## src/rtl/grf_sb_if.sv

```systemverilog
// Bundle of the grf_sb write, issue and read ports.
// The master side drives writes, issues and read addresses; the slave side returns data and busy.
interface grf_sb_if #(
    parameter int unsigned DW = 32,
    parameter int unsigned AW = 5
);
    logic          we;
    logic [AW-1:0] wa;
    logic [DW-1:0] wd;
    logic [AW-1:0] ra1;
    logic [AW-1:0] ra2;
    logic [DW-1:0] rd1;
    logic [DW-1:0] rd2;
    logic          iss;
    logic [AW-1:0] isa;
    logic          busy1;
    logic          busy2;
    logic [AW:0]   npend;

    modport master (
        output we, wa, wd, ra1, ra2, iss, isa,
        input  rd1, rd2, busy1, busy2, npend
    );

    modport slave (
        input  we, wa, wd, ra1, ra2, iss, isa,
        output rd1, rd2, busy1, busy2, npend
    );
endinterface

```

## src/rtl/grf_sb.sv

```systemverilog
// General register file with a per-register pending scoreboard, two async read ports.
// Optional macro GRF_SB_BYPASS_EN forwards same-cycle write data to the read ports.
module grf_sb #(
    parameter int unsigned DW = 32,
    parameter int unsigned AW = 5
) (
    input  logic      clk,
    input  logic      reset,
    grf_sb_if.slave   bus
);
    localparam int unsigned NREG = 1 << AW;
    localparam int unsigned CW   = AW + 1;

    logic [DW-1:0]   mem [NREG];
    logic [NREG-1:0] pend;
    logic [CW-1:0]   npend_q;

    logic            wr_ok;
    logic            is_ok;
    logic            inc;
    logic            dec;
    logic [NREG-1:0] pend_nxt;
    logic [CW-1:0]   npend_nxt;

    // Scoreboard update: write clears, issue sets, issue wins on a collision.
    always_comb begin
        wr_ok     = bus.we  && (bus.wa  != '0);
        is_ok     = bus.iss && (bus.isa != '0);
        pend_nxt  = pend;
        if (wr_ok) pend_nxt[bus.wa]  = 1'b0;
        if (is_ok) pend_nxt[bus.isa] = 1'b1;
        inc       = is_ok && !pend[bus.isa];
        dec       = wr_ok && pend[bus.wa] && !(is_ok && (bus.isa == bus.wa));
        npend_nxt = npend_q + CW'(inc) - CW'(dec);
    end

    always_ff @(posedge clk or negedge reset) begin
        if (!reset) begin
            mem     <= '{default: '0};
            pend    <= '0;
            npend_q <= '0;
        end else begin
            if (wr_ok) mem[bus.wa] <= bus.wd;
            pend    <= pend_nxt;
            npend_q <= npend_nxt;
        end
    end

    assign bus.npend = npend_q;

    // Asynchronous read ports; register 0 always reads as zero and never busy.
    always_comb begin
        bus.rd1   = mem[bus.ra1];
        bus.busy1 = pend[bus.ra1];
        bus.rd2   = mem[bus.ra2];
        bus.busy2 = pend[bus.ra2];
`ifdef GRF_SB_BYPASS_EN
        if (reset && wr_ok && (bus.wa == bus.ra1)) begin
            bus.rd1   = bus.wd;
            bus.busy1 = 1'b0;
        end
        if (reset && wr_ok && (bus.wa == bus.ra2)) begin
            bus.rd2   = bus.wd;
            bus.busy2 = 1'b0;
        end
`endif
        if (bus.ra1 == '0) begin
            bus.rd1   = '0;
            bus.busy1 = 1'b0;
        end
        if (bus.ra2 == '0) begin
            bus.rd2   = '0;
            bus.busy2 = 1'b0;
        end
    end
endmodule
```

## src/flat_wrapper.sv

```systemverilog
// flat-port wrapper written by rule: the top's interface ports become plain ports
module grf_sb_flat 
#(
    parameter int unsigned DW = 32,
    parameter int unsigned AW = 5
)
  (clk, reset, bus_we, bus_wa, bus_wd, bus_ra1, bus_ra2, bus_iss, bus_isa, bus_rd1, bus_rd2, bus_busy1, bus_busy2, bus_npend);
  grf_sb_if #(.DW(DW), .AW(AW)) bus_i ();
  input  logic clk;
  input  logic reset;
  input wire logic [$bits(bus_i.we)-1:0] bus_we;
  input wire logic [$bits(bus_i.wa)-1:0] bus_wa;
  input wire logic [$bits(bus_i.wd)-1:0] bus_wd;
  input wire logic [$bits(bus_i.ra1)-1:0] bus_ra1;
  input wire logic [$bits(bus_i.ra2)-1:0] bus_ra2;
  input wire logic [$bits(bus_i.iss)-1:0] bus_iss;
  input wire logic [$bits(bus_i.isa)-1:0] bus_isa;
  output wire logic [$bits(bus_i.rd1)-1:0] bus_rd1;
  output wire logic [$bits(bus_i.rd2)-1:0] bus_rd2;
  output wire logic [$bits(bus_i.busy1)-1:0] bus_busy1;
  output wire logic [$bits(bus_i.busy2)-1:0] bus_busy2;
  output wire logic [$bits(bus_i.npend)-1:0] bus_npend;
  assign bus_i.we = bus_we;
  assign bus_i.wa = bus_wa;
  assign bus_i.wd = bus_wd;
  assign bus_i.ra1 = bus_ra1;
  assign bus_i.ra2 = bus_ra2;
  assign bus_i.iss = bus_iss;
  assign bus_i.isa = bus_isa;
  assign bus_rd1 = bus_i.rd1;
  assign bus_rd2 = bus_i.rd2;
  assign bus_busy1 = bus_i.busy1;
  assign bus_busy2 = bus_i.busy2;
  assign bus_npend = bus_i.npend;
  grf_sb #(.DW(DW), .AW(AW)) u_core (.clk(clk), .reset(reset), .bus(bus_i));
endmodule
```

## config.mk

```make
export PLATFORM = sky130hd
export DESIGN_NAME = grf_sb_flat
export DESIGN_NICKNAME = d
export VERILOG_FILES = /design/src/rtl/grf_sb_if.sv /design/src/rtl/grf_sb.sv /design/src/flat_wrapper.sv
export SDC_FILE = /design/constraint.sdc
export NUM_CORES = 2
export LEC_CHECK = 0
export BUFFER_PORTS_ARGS = -buffer_cell sky130_fd_sc_hd__buf_2
export CAP_MARGIN = 10
export CORE_MARGIN = 1
export CORE_UTILIZATION = 60
export DETAILED_ROUTE_END_ITERATION = 8
export MAX_ROUTING_LAYER = met4
export PLACE_DENSITY_LB_ADDON = 0.15
export SYNTH_ARGS = -nofsm -noshare
export SYNTH_HDL_FRONTEND = slang
export SYNTH_SLANG_ARGS = --single-unit
```

## constraint.sdc

```tcl
create_clock -name clk -period 4.6 [get_ports clk]
set_clock_uncertainty 0.05 [all_clocks]
set_input_delay 1.38 -clock clk [delete_from_list [all_inputs] [get_ports clk]]
set_output_delay 1.38 -clock clk [all_outputs]
set_load 0.02 [all_outputs]
```

==> out/results.ini <==
[synthesis]
ys_seq_elements=1062
syn-num-nets=3819
seq_area_frac_synth_pct=45.6
synth_cell_type_count=61
synth_ff_type=dfrtp_1
syn_area_per_cell_um2=15.5
yosys_warnings=0
yosysMostFrequentCell=dfrtp_1
synth_area_leaders=dfrtp_1 (46%), mux4_2 (19%), mux2_2 (19%), mux2i_1 (2.4%), mux4_1 (2.0%)
synth_common_cells=dfrtp_1 (1062), mux2_2 (965), mux4_2 (497)
syn_inst=3756
synth_top_area_share_pct=45.6
synth-edff-count=0
netlist_area_um2=58300
synthArstFlopShare_pct=100
yosysTopAreaCell=dfrtp_1

[worst_setup_path]
worstReg2RegStart=u_core.pend[16]
reg2reg_slack_ns=1.30
critical-path-top-delay-family=compound AO/OA/AOI/OAI gates
endpoint_kind=primary output
crit_buf_inv=3
worstPathMaxFanout=21
critPathMaxStageDelay_ns=0.39
criticalPathCategory=in -> out
crit_arrival_ns=3.19
critPathLaunchType=primary input
critPathMostFrequentCell=buf_16
r2r_end=u_core.bus.npend[4]
crit_slowest_cell=a2111oi_2
worstPathRequired_ns=3.17
crit_chain=buf_16, buf_16, mux4_2, mux2i_2, o2111a_1, a2111oi_2, buf_2
reg2regPathDepth=11

[placed_design]
place_congestion=0.871
dpl_worst_slack_ns=-0.244
hpwl_mm=105
portBuffers=127

[timing]
post-route-period-util_pct=100
finalHoldViolCount=0
drv_slew=0
rsz0062_at_grt=true
max_slew_margin_pct=38.4
setup_ws_ns=-0.0227
finalSetupViolCount=3
fin_setup_tns_ns=-0.0381
min_period_ns=4.62
fmax_mhz=216
max_slew.worst_pin.slew_ns=0.923

[finish]
fillerInstances=6091
syn_to_final_growth_pct=15.2
multi_input_area_um2=29900
finalNetCount=3967
layout-drive-gt1-share_pct=57.4
seq_area_um2=26600

[route]
vias_per_cell=7.17
ant_nets=0
drt-initial-drc-count=3887
vias=37800
drt-pass1-iter-count=5
finalWirelength_mm=173
wl_per_cell_um=32.8
drc=0

[power]
leakage_nw=29.0
ir_worst_vdd_mv=0.407
powerDensity_nw_per_um2=431

[grt]
grt_overflow_total=0
grt_pass1_wl_mm=260
grt_pass1_vias=40400
grt_antenna_before_repair=1
grt_max_degree=101
grt.total_usage_pct=36.7

[cts]
hold_buffers=0
cts_max_path_buffers=3
clk_pin_slew_worst_paths_ns=0.06
ctsHtreeMaxLevel=3
clk_latency_ns=0.71
cts-buffers-inserted=115
cts-root-buf=clkbuf_16
clkSinkCount=1062
tritoncts=done

[min_path]
hp-class=reg -> reg
min_from=u_core.mem[992]
holdPathEnd=u_core.mem[992]
holdPathStages=0

[flow_run]
cap_violations=0

[outcome]
outcome=finished, violations left
violations=negative setup slack

[floorplan]
die-width_um=314
ios=128
die_area_um2=98500
core_um2=95600
die_y_um=314
start_util_pct=61.0
num_rows=113

[layout by cell type (no fill, tap or decap), types with 7 or more instances in the layout]
cell type / count
a211oi_2: 29
mux4_1: 44
clkbuf_8: 43
buf_16: 19
o2111a_1: 52
buf_6: 12
bufinv_16: 10
a2111oi_4: 24
buf_12: 83
a211oi_1: 35
inv_1: 11
a2111oi_2: 41
nor2_4: 16
a22o_1: 12
mux2_1: 27
buf_2: 98
o2111a_2: 14
nand2_2: 15
mux2_2: 965
dfrtp_1: 1062
mux2i_1: 131
nor2_1: 7
clkinv_2: 16
buf_4: 248
mux4_2: 498
nand2_1: 142
o21ai_0: 24
clkbuf_16: 123
clkbuf_1: 20
nor2b_1: 70
[registers in the layout, indices dropped and copies added (netlist names)]
name,cells
u_core.bus.npend,6
u_core.mem,1024
u_core.pend,32
[cells by family (layout without fill, tap and decap cells)]
logic type / after synthesis / in the layout / share of synthesized area (%)
xor gates and xnor gates: 9 / 9 / 0.135
and+or+nand+nor: 293 / 293 / 2.50
muxes: 1672 / 1672 / 42.7
buffers and inverters: 454 / 701 / 4.49
AOI/OAI and AO/OA: 259 / 259 / 4.41
other: 0 / 1 / 0
adders and majority gates: 7 / 7 / 0.163
DFF: 1062 / 1062 / 45.6
[worst max path at each step]
stage	from	end	slack, ns	cells after the start
final	bus_ra1[0]	bus_rd1[3]	-0.02	7
after global routing	bus_ra2[1]	bus_rd2[9]	-0.07	8
after CTS	bus_ra1[0]	bus_rd1[31]	-0.05	8
after detailed placement	bus_ra2[1]	bus_rd2[31]	-0.24	8
after global placement	bus_ra2[1]	bus_rd2[31]	-0.26	8
after floorplan	bus_ra2[1]	bus_busy2	0.03	8
[power breakdown]
group	switching (W)	internal [W]	leakage, nW	total, W
sequential	0.00143	0.0112	13.6	0.0126
combinational	0.00267	0.00387	13.4	0.00654
clock	0.00394	0.00591	2.02	0.00985
[per-layer routing]
| metal | part of all wire [%] | global-route usage, % |
|---|---|---|
| met2 | 48 | 56.6 |
| met3 | 8.3 | 7.19 |
| met5 | 0 | - |
| met4 | 3.8 | 13.8 |
| met1 | 40 | 48.7 |
[layout make-up]
class                      count  area share, %
antenna                        1        0.00372
clock buffer                 179           5.34
clock inverter                37          0.735
inverter                      11         0.0614
multi-input combinational   2240           44.5
sequential                  1062           39.5
tap                         1265           2.35
timing repair buffer         474           7.47
[what timing repair did]
item                                    4_1_cts  5_1_grt
endpoints found under the hold margin         0        0
endpoints found under the setup margin       60       62
gates cloned                                  6        5
gates resized for setup                      58       91
buffers inserted                             17       11
pin swaps                                     5        8
[metrics by stage]
step,instance area [um^2],hold slack (ns),total power (W),instances,util [%]
after floorplan,58300,0.391,0.0169,3756,-
after global placement,61700,0.326,0.0184,5014,64.6
after detailed placement,61700,0.333,0.0189,5014,64.6
after CTS,66500,0.347,0.0288,5253,69.6
after global routing,67200,0.364,0.0301,5269,70.3
final,67200,0.351,0.0290,5269,70.3
[worst reg2reg max path: cells and delay by family (launching register included)]
family | cells | cell delay (ns)
fa+ha+maj | 3 | 0.99
compound gates | 5 | 1.08
mux | 1 | 0.50
xor+xnor | 1 | 0.14
flops | 1 | 0.42
buf+inv | 1 | 0.04
Note: power is estimated with default switching activity, not from simulation.
